**config.mk**
```make
export PLATFORM = sky130hd
export DESIGN_NAME = regfile_wb_arbiter_flat
export DESIGN_NICKNAME = d
export VERILOG_FILES = /design/src/rtl/regfile_wb_arbiter_if.sv /design/src/rtl/regfile_wb_arbiter.sv /design/src/flat_wrapper.sv
export SDC_FILE = /design/constraint.sdc
export NUM_CORES = 1
export LEC_CHECK = 0
export BUFFER_PORTS_ARGS = -buffer_cell sky130_fd_sc_hd__buf_2
export CORE_MARGIN = 4
export CORE_UTILIZATION = 58
export DETAILED_ROUTE_END_ITERATION = 7
export PLACE_DENSITY_LB_ADDON = 0.12
export RECOVER_POWER = 100
export SETUP_SLACK_MARGIN = 0.5
export SLEW_MARGIN = 20
export SYNTH_ARGS = -nofsm -noshare
export SYNTH_HDL_FRONTEND = slang
export SYNTH_SLANG_ARGS = --single-unit
```
**constraint.sdc**
```tcl
create_clock -name clock -period 5.6 [get_ports clock]
set_input_delay 1.12 -clock clock [delete_from_list [all_inputs] [get_ports clock]]
set_output_delay 1.12 -clock clock [all_outputs]
set_load 0.1 [all_outputs]
```
**src/rtl/regfile_wb_arbiter_if.sv**
```systemverilog
// Writeback bus between the two writeback sources, the register-file write port
// and the hazard logic; the slave modport is the arbiter's view.
interface regfile_wb_arbiter_if #(
  parameter int unsigned DATA_W = 32,
  parameter int unsigned CNT_W  = 16
);
  localparam int unsigned REG_W = 5;

  logic              alu_valid;
  logic [REG_W-1:0]  alu_reg;
  logic [DATA_W-1:0] alu_data;
  logic              alu_ready;

  logic              md_valid;
  logic [REG_W-1:0]  md_reg;
  logic [DATA_W-1:0] md_data;
  logic              md_ready;

  logic              ctrl_writeEnable;
  logic [REG_W-1:0]  ctrl_writeReg;
  logic [DATA_W-1:0] data_writeReg;

  logic [REG_W-1:0]  chk_reg;
  logic              chk_pending;
  logic [CNT_W-1:0]  conflict_cnt;

  modport master (
    output alu_valid, alu_reg, alu_data, md_valid, md_reg, md_data, chk_reg,
    input  alu_ready, md_ready, ctrl_writeEnable, ctrl_writeReg, data_writeReg,
           chk_pending, conflict_cnt
  );

  modport slave (
    input  alu_valid, alu_reg, alu_data, md_valid, md_reg, md_data, chk_reg,
    output alu_ready, md_ready, ctrl_writeEnable, ctrl_writeReg, data_writeReg,
           chk_pending, conflict_cnt
  );
endinterface

```
**src/rtl/regfile_wb_arbiter.sv**
```systemverilog
// Arbitrates the ALU and mul/div writeback sources onto one register-file write port.
// Define WB_ROUND_ROBIN_EN for round-robin conflict resolution; default is fixed A priority.
module regfile_wb_arbiter #(
  parameter int unsigned DATA_W = 32,
  parameter int unsigned CNT_W  = 16
) (
  input logic                clock,
  input logic                ctrl_reset,
  regfile_wb_arbiter_if.slave bus
);
  localparam int unsigned REG_W = 5;

  typedef struct packed {
    logic [REG_W-1:0]  dest;
    logic [DATA_W-1:0] data;
  } wbEntry_t;

  logic              aFull;
  logic              mFull;
  wbEntry_t          aBuf;
  wbEntry_t          mBuf;
  logic              mOlder;
  logic              writeEnable;
  logic [REG_W-1:0]  writeReg;
  logic [DATA_W-1:0] writeData;
  logic [CNT_W-1:0]  conflictCnt;

  logic              bothFull;
  logic              sameDest;
  logic              policyA;
  logic              grantA;
  logic              grantM;
  logic              aReady;
  logic              mReady;
  logic              aLoad;
  logic              mLoad;
  logic              aFullNext;
  logic              mFullNext;
  logic              mOlderNext;
  logic              chkPending;

`ifdef WB_ROUND_ROBIN_EN
  logic              rrPtr;  // 0: A wins the next different-destination conflict
`endif

  // Grant selection, handshake and next-state of the holding buffers
  always_comb begin
    bothFull   = aFull && mFull;
    sameDest   = (aBuf.dest == mBuf.dest);
`ifdef WB_ROUND_ROBIN_EN
    policyA    = !rrPtr;
`else
    policyA    = 1'b1;
`endif
    grantA     = 1'b0;
    grantM     = 1'b0;
    if (bothFull) begin
      if (sameDest) begin
        grantA = !mOlder;
        grantM = mOlder;
      end else begin
        grantA = policyA;
        grantM = !policyA;
      end
    end else begin
      grantA = aFull;
      grantM = mFull;
    end

    aReady     = !aFull || grantA;
    mReady     = !mFull || grantM;
    // Register 0 writes complete the handshake but are dropped here
    aLoad      = bus.alu_valid && aReady && (bus.alu_reg != '0);
    mLoad      = bus.md_valid && mReady && (bus.md_reg != '0);
    aFullNext  = aLoad || (aFull && !grantA);
    mFullNext  = mLoad || (mFull && !grantM);

    // A newly loaded A is always the younger entry, including a same-edge load
    mOlderNext = mOlder;
    if (aLoad) begin
      mOlderNext = 1'b1;
    end else if (mLoad) begin
      mOlderNext = 1'b0;
    end
  end

  assign chkPending = (bus.chk_reg != '0) &&
                      ((aFull && (aBuf.dest == bus.chk_reg)) ||
                       (mFull && (mBuf.dest == bus.chk_reg)) ||
                       (writeEnable && (writeReg == bus.chk_reg)));

  // Buffers, write-port registers and contention counter
  always_ff @(posedge clock) begin
    if (ctrl_reset) begin
      aFull       <= 1'b0;
      mFull       <= 1'b0;
      aBuf        <= '0;
      mBuf        <= '0;
      mOlder      <= 1'b0;
      writeEnable <= 1'b0;
      writeReg    <= '0;
      writeData   <= '0;
      conflictCnt <= '0;
`ifdef WB_ROUND_ROBIN_EN
      rrPtr       <= 1'b0;
`endif
    end else begin
      aFull  <= aFullNext;
      mFull  <= mFullNext;
      mOlder <= mOlderNext;
      if (aLoad) begin
        aBuf <= '{dest: bus.alu_reg, data: bus.alu_data};
      end
      if (mLoad) begin
        mBuf <= '{dest: bus.md_reg, data: bus.md_data};
      end

      writeEnable <= grantA || grantM;
      if (grantA) begin
        writeReg  <= aBuf.dest;
        writeData <= aBuf.data;
      end else if (grantM) begin
        writeReg  <= mBuf.dest;
        writeData <= mBuf.data;
      end

      if (bothFull && (conflictCnt != {CNT_W{1'b1}})) begin
        conflictCnt <= conflictCnt + CNT_W'(1);
      end
`ifdef WB_ROUND_ROBIN_EN
      // Hand priority to whichever source lost this conflict
      if (bothFull) begin
        rrPtr <= grantA;
      end
`endif
    end
  end

  assign bus.alu_ready        = aReady;
  assign bus.md_ready         = mReady;
  assign bus.ctrl_writeEnable = writeEnable;
  assign bus.ctrl_writeReg    = writeReg;
  assign bus.data_writeReg    = writeData;
  assign bus.chk_pending      = chkPending;
  assign bus.conflict_cnt     = conflictCnt;

endmodule
```
**src/flat_wrapper.sv**
```systemverilog
// flat-port wrapper written by rule: the top's interface ports become plain ports
module regfile_wb_arbiter_flat 
#(
  parameter int unsigned DATA_W = 32,
  parameter int unsigned CNT_W  = 16
)
  (clock, ctrl_reset, bus_alu_valid, bus_alu_reg, bus_alu_data, bus_md_valid, bus_md_reg, bus_md_data, bus_chk_reg, bus_alu_ready, bus_md_ready, bus_ctrl_writeEnable, bus_ctrl_writeReg, bus_data_writeReg, bus_chk_pending, bus_conflict_cnt);
  regfile_wb_arbiter_if #(.DATA_W(DATA_W), .CNT_W(CNT_W)) bus_i ();
  input logic clock;
  input logic ctrl_reset;
  input wire logic [$bits(bus_i.alu_valid)-1:0] bus_alu_valid;
  input wire logic [$bits(bus_i.alu_reg)-1:0] bus_alu_reg;
  input wire logic [$bits(bus_i.alu_data)-1:0] bus_alu_data;
  input wire logic [$bits(bus_i.md_valid)-1:0] bus_md_valid;
  input wire logic [$bits(bus_i.md_reg)-1:0] bus_md_reg;
  input wire logic [$bits(bus_i.md_data)-1:0] bus_md_data;
  input wire logic [$bits(bus_i.chk_reg)-1:0] bus_chk_reg;
  output wire logic [$bits(bus_i.alu_ready)-1:0] bus_alu_ready;
  output wire logic [$bits(bus_i.md_ready)-1:0] bus_md_ready;
  output wire logic [$bits(bus_i.ctrl_writeEnable)-1:0] bus_ctrl_writeEnable;
  output wire logic [$bits(bus_i.ctrl_writeReg)-1:0] bus_ctrl_writeReg;
  output wire logic [$bits(bus_i.data_writeReg)-1:0] bus_data_writeReg;
  output wire logic [$bits(bus_i.chk_pending)-1:0] bus_chk_pending;
  output wire logic [$bits(bus_i.conflict_cnt)-1:0] bus_conflict_cnt;
  assign bus_i.alu_valid = bus_alu_valid;
  assign bus_i.alu_reg = bus_alu_reg;
  assign bus_i.alu_data = bus_alu_data;
  assign bus_i.md_valid = bus_md_valid;
  assign bus_i.md_reg = bus_md_reg;
  assign bus_i.md_data = bus_md_data;
  assign bus_i.chk_reg = bus_chk_reg;
  assign bus_alu_ready = bus_i.alu_ready;
  assign bus_md_ready = bus_i.md_ready;
  assign bus_ctrl_writeEnable = bus_i.ctrl_writeEnable;
  assign bus_ctrl_writeReg = bus_i.ctrl_writeReg;
  assign bus_data_writeReg = bus_i.data_writeReg;
  assign bus_chk_pending = bus_i.chk_pending;
  assign bus_conflict_cnt = bus_i.conflict_cnt;
  regfile_wb_arbiter #(.DATA_W(DATA_W), .CNT_W(CNT_W)) u_core (.clock(clock), .ctrl_reset(ctrl_reset), .bus(bus_i));
endmodule
```
==> flow_metrics.env <==
export IMPL_synth_simple_area_share_pct=18.9
export IMPL_syn_avg_cell_area_um2=9.10
export IMPL_ios=140
export IMPL_clk_latency_ns=0.52
export IMPL_ys_types=43
export IMPL_yosys_top_cells_area="dfxtp_1, mux2i_1, nor2_1"
export IMPL_finalSetupTns_ns=0
export IMPL_coreArea_mm2=0.00991
export IMPL_muxShareOfSynthArea_pct=11.6
export IMPL_synth_compound_area_share_pct=15.6
export IMPL_yosysMostFrequentCell="nor2_1"
export IMPL_startpoint_type="flop"
export IMPL_power_switching_uw=697
export IMPL_synthXorXnorAreaFrac_pct=4.84
export IMPL_clkTransAtPathRegs_ns=0.06
export IMPL_avgViaCountPerCell=5.67
export IMPL_finalSetupViolCount=0
export IMPL_cts_tree="yes"
export IMPL_violations="max-capacitance violations, max-slew violations"
export IMPL_vdd_drop_max_mv=0.226
export IMPL_hold_violations=0
export IMPL_synthesis_area_mm2=0.00597
export IMPL_yosys_area_top_type="dfxtp_1"
export IMPL_combinationalPowerShare_pct=13.6
export IMPL_cts_buffers=17
export IMPL_critical_path_arrival_ns=3.22
export IMPL_totalWireLength_mm=15.7
export IMPL_post_cts_setup_buffers=0
export IMPL_grt_util_all_layers_pct=27.1
export IMPL_worstSetupPathType="reg -> out"
export IMPL_io_buffers=139
export IMPL_vias=5237
export IMPL_drc=0
export IMPL_max_freq_mhz=230
export IMPL_synthAdderAreaFrac_pct=0.210
export IMPL_synth_seq_cells=131
export IMPL_grt_setup_unrepaired="no"
export IMPL_synth_top_flop_cell="dfxtp_1"
export IMPL_max_clock_path_buffers=2
export IMPL_die_area_mm2=0.0120
export IMPL_cts_root_buf="clkbuf_8"
export IMPL_chipWidth_um=109
export IMPL_synthToLayoutAreaGrowth_pct=16.5
export IMPL_nets=861
export IMPL_p_leak_nw=2.82
export IMPL_synth_top_area_share_pct=44.0
export IMPL_drive_gt1_share_pct=15.6
export IMPL_worst_path_largest_cell_delay_ns=0.88
export IMPL_gp_congestion=0.846
export IMPL_die_h_um=109
export IMPL_synth_edf_count=0
export IMPL_crit_required_ns=4.48
export IMPL_ctsHoldBuffers=0
export IMPL_min_from="u_core.mOlder$_SDFFE_PP0P_"
export IMPL_tightest_slew_ns=2.39
export IMPL_synthCells=656
export IMPL_ys_warnings_count=0
export IMPL_clkPwrFrac_pct=45.8
export IMPL_hold_path_class="reg -> reg"
export IMPL_drtIter0Drc=339
export IMPL_cts_resized=0
export IMPL_grt_pass1_vias=5156
export IMPL_endpoint_kind="output port"
export IMPL_crit_path_max_fanout=31
export IMPL_intPower_mw=1.83
export IMPL_finalCritPeriodShare_pct=77.5
export IMPL_slowest_stage="clkbuf_1"
export IMPL_dpl_cell_count=891
export IMPL_cap_violations=3
export IMPL_num_antenna_cells=0
export IMPL_antenna_left=0
export IMPL_numClockSinks=131
export IMPL_utilization_pct=70.1
export IMPL_regToRegStartpoint="u_core.aBuf[32]$_SDFFE_PP0P_"
export IMPL_wire_per_inst_um=17.0
export IMPL_synth_top_family_by_area="simple AND/OR/NAND/NOR gates"
export IMPL_slew_violations=103
export IMPL_grt_max_degree=100
export IMPL_htree_num_levels=4
export IMPL_fillerInstances=843
export IMPL_critical_path_buf_inv_count=3
export IMPL_swShare_pct=27.6
export IMPL_seq_power_share_pct=40.6
export IMPL_status="complete, but fails checks"
export IMPL_finalNonFillerCells=923
export IMPL_rows=36
export IMPL_antenna_found_initial=1
export IMPL_cp_top_family="buffers and inverters"
export IMPL_async_flop_share_pct=0
export IMPL_netlist_top_cells_count="nor2_1, dfxtp_1, nand2_1"
export IMPL_worst_slew_margin_rel_pct=-59.5
export IMPL_grt_overflow=0
export IMPL_p_per_area_mw_per_mm2=364
export IMPL_min_period_ns=4.34
export IMPL_synth_nets=740
export IMPL_power_mw=2.53
export IMPL_crit_start="u_core.aFull$_SDFF_PP0_"
export IMPL_firstDrtPassIters=5
export IMPL_grt_first_pass_wirelength_mm=25.3
export IMPL_yosysSeqAreaShare_pct=44.0
export IMPL_hpwl_mm=10.2
export IMPL_start_util_pct=60.2
export IMPL_crit_chain="buf_4 > inv_1 > nor3_1 > a31oi_1 > a21oi_1 > clkbuf_1"
export IMPL_skew_ns=0.00854
-- cell usage in the layout, fill, tap and decap left out, types with 8 or more instances in the layout --
cell type,instances
xor2_1,13
nor2_1,139
a21oi_1,46
mux2i_1,69
nor3_1,10
xnor2_1,20
buf_2,81
nand2_1,81
dfxtp_1,130
clkbuf_1,62
o21ai_0,8
a221oi_1,32
nand4_1,8
clkbuf_16,16
-- registers in the layout (all words and copies together) (netlist names) --
| name | count |
|---|---|
| u_core.aBuf | 37 |
| u_core.aFull | 1 |
| u_core.bus.conflict_cnt | 16 |
| u_core.bus.ctrl_writeEnable | 1 |
| u_core.bus.ctrl_writeReg | 5 |
| u_core.bus.data_writeReg | 32 |
| u_core.mBuf | 37 |
| u_core.mFull | 1 |
| u_core.mOlder | 1 |
-- tightest hold or removal path, stage by stage (launching register included) --
cell and delay, ns:
dfxtp_1 0.32, nand2_1 0.05, a21oi_1 0.05
-- cell type report --
cell class                 instances  area [µm²]  area share (%)
multi-input combinational        476        2850            41.0
sequential                       131        2620            37.7
timing repair buffer             146         664            9.56
clock buffer                      20         445            6.41
clock inverter                    12         180            2.59
tap                              133         166            2.39
inverter                           5        18.8           0.270
-- cell families after synthesis --
logic type                 count (synthesis)
muxes                                     69
adders and majority gates                  1
AOI/OAI and AO/OA                        106
DFF                                      131
and+or+nand+nor                          267
buffers and inverters                     49
xor gates and xnor gates                  33
-- through the flow --
| stage | cell area, µm² | hold WS [ns] | setup slack (ns) |
|---|---|---|---|
| 2_1_floorplan | 5970 | 0.445 | 1.30 |
| 3_3_place_gp | 6610 | 0.455 | 2.13 |
| 3_5_place_dp | 6610 | 0.466 | 2.09 |
| 4_1_cts | 7240 | 0.477 | 1.73 |
| 5_1_grt | 6950 | 0.502 | 0.982 |
| 6_report | 6950 | 0.472 | 1.26 |
-- power groups by stage --
stage	Sequential (mW)	Combinational (mW)	Clock [mW]
6_report	1.03	0.345	1.16
5_1_grt	1.03	0.373	1.21
4_1_cts	1.03	0.360	1.17
3_5_place_dp	1.05	0.357	0
3_3_place_gp	1.05	0.350	0
2_1_floorplan	1.13	0.188	0
-- path summary, 6_finish.rpt --
path,to,slack (ns),cells past startpoint
max reg2reg,u_core.aBuf[15]$_SDFFE_PP0P_,1.31,6
min,u_core.mOlder$_SDFFE_PP0P_,0.47,2
min reg2reg,u_core.mOlder$_SDFFE_PP0P_,0.47,2
max,bus_chk_pending,1.26,6
-- layer usage --
metal | part of all wire, % | global-route usage, %
met2 | 47 | 44.4
met3 | 7.6 | 6.17
met5 | 0.077 | 0
met4 | 1.8 | 10.2
met1 | 43 | 34.8
(Power assumes the default switching activity.)
